### src/rtl/traffic_pkg.sv
// Shared types, default timing and config sanitising for the phase scheduler.
// Latency: n/a (types and a combinational helper only).
// Backpressure: n/a.
// Contents: phase_t state codes, timing_t timing set, DEF_* reset constants,
//           sanitise() which makes a written timing set safe to run.
package traffic_pkg;

  // Width of every timing field and of the phase counter.
  localparam int TCW        = 8;
  localparam int DEF_ALLRED = 2;
  localparam int DEF_GMIN   = 10;
  localparam int DEF_GMAX   = 30;
  localparam int DEF_YEL    = 3;

  typedef enum logic [2:0] {
    PH_G1  = 3'd0,
    PH_Y1  = 3'd1,
    PH_AR1 = 3'd2,
    PH_G2  = 3'd3,
    PH_Y2  = 3'd4,
    PH_AR2 = 3'd5
  } phase_t;

  typedef struct packed {
    logic [TCW-1:0] gmin;
    logic [TCW-1:0] gmax;
    logic [TCW-1:0] yellow;
  } timing_t;

  // A zero gmin or yellow would make the compares never or always fire,
  // and gmax below gmin would be meaningless, so clamp them here.
  function automatic timing_t sanitise(input timing_t t);
    timing_t s;
    s.gmin   = (t.gmin == '0)   ? TCW'(1) : t.gmin;
    s.yellow = (t.yellow == '0) ? TCW'(1) : t.yellow;
    s.gmax   = (t.gmax < s.gmin) ? s.gmin : t.gmax;
    return s;
  endfunction

endpackage

### src/rtl/phase_timer.sv
// Phase counter: clears on request, otherwise counts up and saturates at all-ones.
// Latency: count registered on posedge; cnt_p1 and tc are combinational from it.
// Backpressure: none; free-running whenever not cleared.
// Ports: clk, rst (sync, active high), clr (restart at 0 next edge),
//        term (terminal count), cnt_p1 (count + 1, one bit wider), tc (cnt_p1 == term).
module phase_timer #(
  parameter int CW = 8
) (
  input  logic          clk,
  input  logic          rst,
  input  logic          clr,
  input  logic [CW-1:0] term,
  output logic [CW:0]   cnt_p1,
  output logic          tc
);

  logic [CW-1:0] cnt;

  // One bit wider so cnt_p1 stays correct when cnt is saturated.
  assign cnt_p1 = {1'b0, cnt} + {{CW{1'b0}}, 1'b1};
  assign tc     = (cnt_p1 == {1'b0, term});

  always_ff @(posedge clk) begin
    if (rst || clr) begin
      cnt <= '0;
    end else if (cnt != '1) begin
      cnt <= cnt_p1[CW-1:0];
    end
  end

endmodule

### src/rtl/traffic_phase_ctrl.sv
// Two-approach intersection phase scheduler: G1->Y1->AR1->G2->Y2->AR2 with demand arbitration.
// Latency: lamps and phase are a Moore decode of the state register, same cycle as state.
// Backpressure: cfg_ready is always 1; a config word is taken on every cfg_valid.
// Ports: clk, rst (sync, active high); cfg_valid/cfg_ready with cfg_gmin/cfg_gmax/cfg_yellow;
//        req1/req2 demand pulses; R1,Y1,G1,R2,Y2,G2 lamp drives; phase = state code.
// CW must equal traffic_pkg::TCW because the timing sets are stored as timing_t.
module traffic_phase_ctrl
  import traffic_pkg::*;
#(
  parameter int CW       = TCW,
  parameter int ALLRED   = DEF_ALLRED,
  parameter int GMIN_DEF = DEF_GMIN,
  parameter int GMAX_DEF = DEF_GMAX,
  parameter int YEL_DEF  = DEF_YEL
) (
  input  logic          clk,
  input  logic          rst,
  input  logic          cfg_valid,
  output logic          cfg_ready,
  input  logic [CW-1:0] cfg_gmin,
  input  logic [CW-1:0] cfg_gmax,
  input  logic [CW-1:0] cfg_yellow,
  input  logic          req1,
  input  logic          req2,
  output logic          R1,
  output logic          Y1,
  output logic          G1,
  output logic          R2,
  output logic          Y2,
  output logic          G2,
  output logic [2:0]    phase
);

  localparam logic [CW-1:0] ALLRED_W = CW'(ALLRED);
  localparam timing_t       ACT_RST  = timing_t'{TCW'(GMIN_DEF), TCW'(GMAX_DEF), TCW'(YEL_DEF)};

  phase_t        state_q, state_d;
  timing_t       act_q, shd_q;
  logic          shd_vld_q;
  logic          pend1_q, pend2_q;
  logic [CW-1:0] term;
  logic [CW:0]   cnt_p1;
  logic          tc;
  logic          tmr_clr;
  logic          ge_min, ge_max;
  logic          go_g1, go_g2;
  logic          enter_g1, enter_g2;

  phase_timer #(.CW(CW)) u_timer (
    .clk    (clk),
    .rst    (rst),
    .clr    (tmr_clr),
    .term   (term),
    .cnt_p1 (cnt_p1),
    .tc     (tc)
  );

  assign ge_min = (cnt_p1 >= {1'b0, act_q.gmin});
  assign ge_max = (cnt_p1 >= {1'b0, act_q.gmax});

  // Leave green only with opposing demand; with none the block rests in green.
  assign go_g1 = (ge_min && pend2_q) || (ge_max && pend2_q);
  assign go_g2 = (ge_min && pend1_q) || (ge_max && pend1_q);

  assign tmr_clr  = (state_d != state_q);
  assign enter_g1 = (state_d == PH_G1) && (state_q != PH_G1);
  assign enter_g2 = (state_d == PH_G2) && (state_q != PH_G2);

  assign cfg_ready = 1'b1;
  assign phase     = state_q;

  always_ff @(posedge clk) begin
    if (rst) begin
      state_q <= PH_AR2;
    end else begin
      state_q <= state_d;
    end
  end

  always_comb begin
    state_d = state_q;
    term    = ALLRED_W;
    R1 = 1'b0; Y1 = 1'b0; G1 = 1'b0;
    R2 = 1'b0; Y2 = 1'b0; G2 = 1'b0;
    case (state_q)
      PH_G1: begin
        G1 = 1'b1; R2 = 1'b1;
        if (go_g1) state_d = PH_Y1;
      end
      PH_Y1: begin
        Y1 = 1'b1; R2 = 1'b1;
        term = act_q.yellow;
        if (tc) state_d = PH_AR1;
      end
      PH_AR1: begin
        R1 = 1'b1; R2 = 1'b1;
        if (tc) state_d = PH_G2;
      end
      PH_G2: begin
        R1 = 1'b1; G2 = 1'b1;
        if (go_g2) state_d = PH_Y2;
      end
      PH_Y2: begin
        R1 = 1'b1; Y2 = 1'b1;
        term = act_q.yellow;
        if (tc) state_d = PH_AR2;
      end
      PH_AR2: begin
        R1 = 1'b1; R2 = 1'b1;
        if (tc) state_d = PH_G1;
      end
      default: begin
        // Codes 6/7: show all-red and recover through AR2.
        R1 = 1'b1; R2 = 1'b1;
        state_d = PH_AR2;
      end
    endcase
  end

  // Demand latches: entry into an approach's green clears its own demand and
  // beats a request arriving on the same edge; requests during own green are dropped.
  always_ff @(posedge clk) begin
    if (rst) begin
      pend1_q <= 1'b0;
      pend2_q <= 1'b0;
    end else begin
      if (enter_g1)                       pend1_q <= 1'b0;
      else if (req1 && state_q != PH_G1)  pend1_q <= 1'b1;
      if (enter_g2)                       pend2_q <= 1'b0;
      else if (req2 && state_q != PH_G2)  pend2_q <= 1'b1;
    end
  end

  // Config shadow: only the all-red to green boundary promotes it, so a phase
  // never changes timing underneath itself. A write on that same edge lands in
  // the shadow and waits for the next boundary.
  always_ff @(posedge clk) begin
    if (rst) begin
      act_q     <= ACT_RST;
      shd_q     <= ACT_RST;
      shd_vld_q <= 1'b0;
    end else begin
      if ((enter_g1 || enter_g2) && shd_vld_q) begin
        act_q     <= sanitise(shd_q);
        shd_vld_q <= 1'b0;
      end
      if (cfg_valid) begin
        shd_q     <= timing_t'{cfg_gmin, cfg_gmax, cfg_yellow};
        shd_vld_q <= 1'b1;
      end
    end
  end

endmodule

### config.mk
export PLATFORM = sky130hd
export DESIGN_NAME = traffic_phase_ctrl
export DESIGN_NICKNAME = d
export VERILOG_FILES = /design/src/rtl/traffic_pkg.sv /design/src/rtl/phase_timer.sv /design/src/rtl/traffic_phase_ctrl.sv
export SDC_FILE = /design/constraint.sdc
export NUM_CORES = 1
export LEC_CHECK = 0
export BUFFER_PORTS_ARGS = -buffer_cell sky130_fd_sc_hd__clkbuf_2
export CAP_MARGIN = 20
export CORE_UTILIZATION = 52
export CTS_BUF_LIST = sky130_fd_sc_hd__clkbuf_8 sky130_fd_sc_hd__clkbuf_16
export DETAILED_ROUTE_END_ITERATION = 10
export PLACE_DENSITY = 0.72
export SLEW_MARGIN = 40
export SYNTH_ARGS = -nofsm -noshare
export SYNTH_HDL_FRONTEND = slang
export SYNTH_SLANG_ARGS = --single-unit
### constraint.sdc
create_clock -name clk -period 3.8 [get_ports clk]
set_clock_uncertainty 0.2 [all_clocks]
set_input_delay 0.76 -clock clk [delete_from_list [all_inputs] [get_ports clk]]
set_output_delay 0.76 -clock clk [all_outputs]
set_load 0.02 [all_outputs]
# Word-level counts from Yosys, hierarchy flattened
# Cells that the tools add are included.
[totals]
ff_bits = 62
inputBits = 29
out_inout_bits = 10
word_cells = 68
[classes]
addsub = 1
order_cmp = 3
n_eq_ne = 10
n_mux = 19
reduce_logical = 24
[ops]
columns = ["operator", "n"]
rows = [
  ["2-to-1 mux 8 bit", 4],
  ["greater-or-equal comparator 9 x 8 -> 1 bit", 2],
  ["2-to-1 mux 3 bit", 6],
  ["one-hot mux 3 bit (6 select lines)", 1],
  ["logical NOT 8 bit", 2],
  ["OR reduction 2 bit", 5],
  ["adder 8 x 1 -> 9 bit, second input constant", 1],
  ["== test 3 x 2 -> 1 bit, second input constant", 3],
  ["== test 9 x 8 -> 1 bit", 1],
  ["logical AND 1 bit", 9],
  ["less-than comparator 8 bit", 1],
  ["2-to-1 mux 1 bit", 8],
  ["!= test 8 bit, second input constant", 1],
  ["== test 3 bit, second input constant", 2],
  ["logical NOT 3 bit", 2],
  ["logical OR 1 bit", 4],
  ["== test 3 x 1 -> 1 bit, second input constant", 1],
  ["!= test 3 x 2 -> 1 bit, second input constant", 1],
  ["!= test 3 bit", 1],
  ["nonzero test 3 bit", 1],
  ["nonzero test 2 bit", 1],
]

# Logic depth before layout (Yosys ltp)
# Gate-level depths: netlist (run 1).
[logic_depth]
ltp_word = 12
depth_mapped = 13
ltp_nobuf = 13

# By module
# Synthesis (run 1) repeated with hierarchy kept, for this count alone.
[unflattened]
cells_unflattened = 383
hier_area_um2 = 3331.9
[by_module_without_submodules]
columns = ["mod", "n_inst", "cells_each", "area_each_um2", "seq_area_each_um2"]
rows = [
  ["traffic_phase_ctrl", 1, 334, 2781.4, 1081.0],
  ["phase_timer", 1, 49, 550.5, 160.2],
]

# Least setup slack after synthesis (run 1)
# No wires, ideal clock.
[synth_timing]
kind = "register -> register"
from = "register u_timer.cnt[0]"
to = "register u_timer.cnt[1]"
t_arrival_ns = 3.182
t_required_ns = 3.504
setup_slack_ns = 0.323
stages_incl_launch_ff = 14
path_buffers = 0
period_less_slack_ns = 3.477
cell_sequence = "dfxtp_1 ha_1 and2_1 a21boi_0 nor2_1 inv_1 ha_1 a211oi_1 o21ai_0 o221ai_1 o2111ai_1 o311ai_0 a222oi_1 a221oi_1"
[synth_via]
elab_chain_len = 8
elab_cells_between_ends = 20
cone_classes = "add/sub: 1; order compare: 2; eq/ne: 3; mux: 7; reduce/logical: 7"
[synth_lines]
columns = ["item", "line", "rtl"]
rows = [
  ["start: declaration", "phase_timer.sv:17", "logic [CW-1:0] cnt;"],
  ["start signal: assignment", "phase_timer.sv:27", "cnt <= cnt_p1[CW-1:0];"],
  ["adder 8 x 1 -> 9 bit *", "phase_timer.sv:20", "assign cnt_p1 = {1'b0, cnt} + {{CW{1'b0}}, 1'b1};"],
  ["via cnt_p1[6]", "traffic_phase_ctrl.sv:42", "logic [CW:0] cnt_p1;"],
  ["greater-or-equal comparator 9 x 8 -> 1 bit, on equally long branches", "traffic_phase_ctrl.sv:58, traffic_phase_ctrl.sv:59", ""],
  ["logical AND 1 bit, on equally long branches", "traffic_phase_ctrl.sv:63, traffic_phase_ctrl.sv:62", ""],
  ["logical OR 1 bit, on equally long branches", "traffic_phase_ctrl.sv:63, traffic_phase_ctrl.sv:62", ""],
  ["2-to-1 mux 3 bit, on equally long branches", "traffic_phase_ctrl.sv:101, traffic_phase_ctrl.sv:88", ""],
  ["one-hot mux 3 bit (6 select lines) *", "traffic_phase_ctrl.sv:85", "case (state_q)"],
  ["!= test 3 bit *", "traffic_phase_ctrl.sv:65", "assign tmr_clr = (state_d != state_q);"],
  ["logical OR 1 bit *", "phase_timer.sv:24", "if (rst || clr) begin"],
]
# The timed path passes the listed nets; every way through them passes the cells marked *.
# A chain may end at the register's enable or synchronous reset.

# Worst setup path after layout (run 1)
[layout_timing]
from = "register u_timer.cnt[1]"
to = "register u_timer.cnt[1]"
# Same word-level chain as after synthesis.

==> results of run 1 <==
[registers in the layout, summed over array words and instances (netlist names)]
signal / count
shd_q: 24
pend1_q: 1
pend2_q: 1
phase: 3
shd_vld_q: 1
u_timer.cnt: 8
act_q: 24
[power by group through the flow]
stage	combinational, W	clock [W]	sequential [W]
after detailed placement	0.000511	0	0.000774
after CTS	0.000513	0.000616	0.000759
after global placement	0.000494	0	0.000772
after floorplan	0.000362	0	0.000765
after global routing	0.000588	0.000650	0.000772
final	0.000530	0.000611	0.000764
[how the worst max path moves through the flow]
stage,startpoint,to,slack (ns),cells past startpoint
floorplan,u_timer.cnt[0],u_timer.cnt[1],0.32,13
global placement,u_timer.cnt[1],u_timer.cnt[1],0.17,14
detailed placement,u_timer.cnt[1],u_timer.cnt[1],0.12,15
CTS,u_timer.cnt[1],u_timer.cnt[1],0.09,15
global route,u_timer.cnt[0],u_timer.cnt[5],-0.03,14
finish,u_timer.cnt[1],u_timer.cnt[1],0.16,15
[layout make-up]
cell class | instances | area [um2]
Clock buffer | 10 | 137.6
Multi-Input combinational cell | 287 | 1963
Fill cell | 545 | 2211
Inverter | 30 | 112.6
Tap cell | 75 | 93.84
Sequential cell | 62 | 1242
Timing Repair Buffer | 48 | 265.3
Clock inverter | 6 | 70.07
[through the flow]
step / hold slack (ns) / setup WS (ns) / utilization, % / instance area (um2)
after floorplan: 0.2358 / 0.3226 / - / 3368
after global placement: 0.2520 / 0.1709 / 59.69 / 3638
after detailed placement: 0.2585 / 0.1198 / 59.77 / 3643
after CTS: 0.2738 / 0.09149 / 63.18 / 3851
after global routing: 0.2942 / -0.02682 / 63.73 / 3885
final: 0.2751 / 0.1587 / 63.73 / 3885
[metal layers]
layer | share of wire (%) | GRT usage, % | up-vias
met4 | 2.1 | 10.70 | 0
met5 | 0 | 0 | -
met2 | 44 | 39.09 | 86
met1 | 47 | 35.14 | 1368
met3 | 6.7 | 6.154 | 13
li1 | - | - | 1508
[timing repair]
action / in CTS / in global routing
resized for setup: 0 / 6
setup endpoints to repair: 0 / 7
buffers inserted: 0 / 1
[tightest hold or removal path, cell delays in order (launching register included)]
cell     delay (ns)
dfxtp_1        0.31
o21ai_0        0.06
a21oi_1        0.06
[Yosys cell counts, drive strengths merged (7+ instances only)]
cell type	instances	area (um2)
o211ai	17	127.6
nand2	34	127.6
inv	30	112.6
a21oi	26	130.1
nand2b	7	43.79
dfxtp	62	1241
a21o	8	60.06
nor3	7	35.03
clkbuf	15	56.30
ha	24	300.3
nand3	11	60.06
o21ai	31	155.2
nor2	31	116.4
mux2i	23	230.2
[kinds of logic (layout without fill, tap and decap cells)]
logic type | Yosys count | after routing | share of synthesized area (%)
compound gates | 117 | 117 | 22.66
fa+ha+maj | 24 | 24 | 8.915
xor+xnor | 10 | 10 | 3.009
other cells | 1 | 1 | 0.1113
flops | 62 | 62 | 36.85
buf+inv | 50 | 94 | 5.758
simple gates | 112 | 112 | 15.86
mux | 23 | 23 | 6.835
==> impl_results.md, run 1 <==
* Critical Path Fanout Max at 5
* Hold path start: act_q[22]
* Startpoint Class: register
* IO Count at 39
* CTS Buf Count at 9
* Final GP Congestion at 0.8981
* DP Cell Count at 501
* Sw frac at 34.74%
* Logic pwr share at 27.8%
* Reg-to-Reg End: u_timer.cnt[1]
* Internal Power at 0.001244 W
* Clock Path Buffers at 2
* Clock power share at 32.1%
* Drt pass-1 iters at 4
* Hold Vio Cnt, Final at 0
* DR DRC count at 0
* Vias at 2,975
* Worst VDD drop at 0.0003603 V
* Initial antenna violation count at 0
* Initial DRC count at 247
* Vias in the first global route at 2,770
* Worst-margin pin slew at 0.7896 ns
* Worst relative slew slack at 47.36%
* Post-synth ARST share at 0%
* Post-CTS Hold Buffers at 0
* R2r setup slk at 0.16 ns
* Setup CP Type: reg -> reg
* Sequential share of power at 40.1%
* Clock Latency Late Sink at 0.35 ns
* Hold path endpoint: act_q[22]
* TritonCTS clock tree: done
* CP max stage delay at 0.35 ns
* Crit path cell chain: ha_4 -> and2_1 -> and3b_1 -> nor2_1 -> inv_1 -> ha_1 -> a211oi_1 -> o21ai_0 -> o221ai_1 -> o2111ai_2 -> o311ai_1 -> buf_4 -> a222oi_1 -> buf_2 -> a221oi_1
* Sequential area share after synthesis at 36.85%
* All-Layer GR Usage at 25.86%
* Htree depth at 3
* Setup Total Neg Slack at 0 ns
* Largest net degree at the start of global routing at 42
* Number of flops mapped to enable cells by yosys at 0
* Nets at 491
* Crit path buf inv count at 3
* Synth unique cells at 50
* Routed wire length at 7886 um
* Area of the mapped netlist at 3368 um2
* Endpoint class of the critical path: register
* Final Cycle Share at 95.82%
* Hold depth at 2
* Initial core utilization at 55.25%
* Post-route ant nets at 0
* Port bufs at 37
* Hold Crit Class: reg -> reg
* Status: finished clean
* Synth warn at 0
* Root buffer cell: clkbuf_8
* Req. time, crit path at 3.85 ns
* Antenna Cells at 0
* Leak at 1.698 nW
* Maxcap violations at 0
* Crit-path slowest cell: dfxtp_2
* #FFs+latches synth at 62
* Fraction of layout cells with a size suffix above 1 at 16.25%
* Synth Net Count at 452
* Die Ht at 82.48 um
* Die area at 6803 um2
* Layout Cells excl Fill at 518
* Layout area overhead at 15.34%
* Row Count at 28
* Most common cell after layout, fill and taps aside: dfxtp_1
* Cells on worst reg2reg path at 15
* Prevailing post-synth register cell: dfxtp_1
* Post-Syn Area per Cell at 8.442 um2
* Core area at 6096 um2
* Vias per cell at 5.743
* First-pass GRT wire length at 13,000 um
* Slew Viols, Final at 0
* Most frequent cells in the layout: dfxtp_1, clkbuf_2, nand2_1
* Grt total ovfl at 0
* Synth Instances at 399
* FMAX at 0.2746 GHz
* Setup violations, final at 0
* WP data arrival at 3.69 ns
* WL/cell at 15.22 um
* Total power at 0.001906 W
* Die Wd at 82.48 um
* Post-detail-place hpwl at 5702 um
* Launching point of the worst reg2reg path: u_timer.cnt[1]
* Pwr dens at 490.5 nW/um2
* CP delay by family, top: compound AO/OA/AOI/OAI gates
* Net Switching at 0.0006620 W
* Final min period at 3.641 ns
* Sink Count at 62
* Reg clk slew, reported paths at 0.08 ns
No activity file was read; power rests on OpenSTA's default activity.
==> run 2: changes to the inputs <==
--- a/config.mk
+++ b/config.mk
@@ -7,10 +7,13 @@
 export LEC_CHECK = 0
 export BUFFER_PORTS_ARGS = -buffer_cell sky130_fd_sc_hd__clkbuf_2
 export CAP_MARGIN = 20
-export CORE_UTILIZATION = 52
+export CELL_PAD_IN_SITES_DETAIL_PLACEMENT = 1
+export CELL_PAD_IN_SITES_GLOBAL_PLACEMENT = 1
+export CORE_ASPECT_RATIO = 0.5
+export CORE_UTILIZATION = 44
 export CTS_BUF_LIST = sky130_fd_sc_hd__clkbuf_8 sky130_fd_sc_hd__clkbuf_16
 export DETAILED_ROUTE_END_ITERATION = 10
-export PLACE_DENSITY = 0.72
+export PLACE_DENSITY_LB_ADDON = 0.1
 export SLEW_MARGIN = 40
 export SYNTH_ARGS = -nofsm -noshare
 export SYNTH_HDL_FRONTEND = slang
==> run 2 against run 1 <==
  * Register-to-register slack lost 0.02 ns
  * Fmax is 0.65% lower
  * Via count grew 3.9%
  * Design area grew 4.1%
  * Global-route usage increased by 0.70 points
  * Count of clock-buffer cells in the layout is the same
  * Critical endpoint unchanged
==> impl_results.md, run 2 (synthesized netlist as in run 1, its figures left out) <==
* Row Count at 22
* Post-route ant nets at 0
* CP max stage delay at 0.37 ns
* Filler cells at 890
* CTS Buf Count at 9
* Cells on worst reg2reg path at 14
* Root buffer cell: clkbuf_16
* Most frequent cells in the layout: dfxtp_1, clkbuf_2, nand2_1
* FMAX at 0.2729 GHz
* Reg clk slew, reported paths at 0.05 ns
* Critical Path Fanout Max at 7
* CP delay by family, top: compound AO/OA/AOI/OAI gates
* Leak at 1.768 nW
* WL/cell at 18.11 um
* Maxcap violations at 0
* Vias at 3,091
* Fraction of layout cells with a size suffix above 1 at 17.12%
* Final Cycle Share at 96.45%
* Worst relative slew slack at 49.18%
* Setup CP Type: reg -> reg
* Port bufs at 37
* Final GP Congestion at 0.8456
* Antenna Cells at 0
* Drt pass-1 iters at 4
* Final hold slack at 0.2782 ns
* Clock Path Buffers at 2
* Stages on the worst setup path at 14
* CP startpoint: u_timer.cnt[1]
* Routed wire length at 9782 um
* Clock Latency Late Sink at 0.34 ns
* R2r setup slk at 0.14 ns
* Layout Cells excl Fill at 540
* Grt total ovfl at 0
* Largest registers: act_q x24, shd_q x24, u_timer.cnt x8
* Largest net degree at the start of global routing at 42
* Hold depth at 2
* Area of the multi-input gates at 1977 um2
* Hold Crit Class: reg -> reg
* Htree depth at 3
* Worst setup path endpoint: u_timer.cnt[1]
* Post-detail-place hpwl at 6985 um
* Die Ht at 63.87 um
* Sink Count at 62
* Pwr dens at 547.5 nW/um2
* Crit path cell chain: ha_2 -> and2_1 -> and3b_1 -> nor2_2 -> inv_2 -> ha_1 -> a211oi_1 -> o21ai_1 -> o221ai_2 -> o2111ai_2 -> o311ai_2 -> buf_4 -> o211ai_1 -> a221oi_1
* Die area at 8030 um2
* WP data arrival at 3.69 ns
* Initial antenna violation count at 0
* Vias in the first global route at 3,197
* Reg-to-Reg End: u_timer.cnt[1]
* All-Layer GR Usage at 26.56%
* Initial core utilization at 45.66%
* Most common cell after layout, fill and taps aside: dfxtp_1
* DR DRC count at 0
* Vias per cell at 5.724
* Worst VDD drop at 0.0002723 V
* Die Wd at 125.7 um
* Storage cell area at 1241 um2
* Final min period at 3.665 ns
* Worst-margin pin slew at 0.7623 ns
* IO Count at 39
* Launching point of the worst reg2reg path: u_timer.cnt[1]
* Initial DRC count at 189
* Req. time, crit path at 3.83 ns
* Startpoint Class: register
* Endpoint class of the critical path: register
* Status: finished clean
* Hold Vio Cnt, Final at 0
* Setup violations, final at 0
* Crit-path slowest cell: a221oi_1
* First-pass GRT wire length at 16,220 um
* Core Util, Final at 54.80%
* TritonCTS clock tree: done
* Nets at 492
* Post-CTS Hold Buffers at 0
* Core area at 7377 um2
* Layout area overhead at 20.02%
* DP Cell Count at 522
* Crit path buf inv count at 2
* Slew Viols, Final at 0
## run 2: changes by cell type in the layout (fill, tap and decap cells not counted), moves of 2 or more
cell and delta:
o21ai_0 -2, o21ai_1 +2, clkinv_2 +2, clkbuf_16 +9, buf_4 +2, clkbuf_8 -9
clkinvlp_4 -3
## run 2: final cells by class
class | count | area share (%)
Clock buffer | 10 | 5.911
Tap cell | 96 | 2.971
Clock inverter | 6 | 1.919
Multi-Input combinational cell | 287 | 48.90
Sequential cell | 62 | 30.70
Timing Repair Buffer | 49 | 6.809
Inverter | 30 | 2.786
## run 2: where the power goes
part	switching, W	total, W	internal [W]
clock network	0.000293	0.000877	0.000584
logic	0.000358	0.000572	0.000214
registers	0.0000528	0.000764	0.000712
## run 2: what timing repair did
action                                  in CTS  in global routing
hold endpoints to repair                     0                  0
gates resized for setup                      1                 12
buffers inserted                             1                  1
endpoints found under the setup margin       6                 11
pin swaps                                    0                  4
## run 2: tightest hold or removal path, cell delays in order, from the launching register on
cell and delay, ns:
dfxtp_1 0.30, o21ai_0 0.06, a21oi_1 0.06
## run 2: stage by stage
step	setup WS, ns	TNS [ns]	instance area, um2	total power, W
3_3_place_gp	0.2783	0	3672	0.001281
6_report	0.1350	0	4043	0.002214
5_1_grt	-0.05047	-0.1573	4043	0.002324
2_1_floorplan	0.3226	0	3368	0.001126
4_1_cts	0.03136	0	3996	0.002205
3_5_place_dp	0.1105	0	3672	0.001310
## run 2: layer usage
metal	global-route usage, %	wire (um)
met3	7.705	380
met1	33.35	4682
met5	0	0
met4	10.69	142
met2	43.26	4577
## run 2: worst min-delay path by stage
stage,startpoint,end
floorplan,shd_q[0],shd_q[0]
global placement,act_q[15],act_q[15]
detailed placement,act_q[2],act_q[2]
CTS,act_q[18],act_q[18]
global route,act_q[2],act_q[2]
finish,act_q[2],act_q[2]
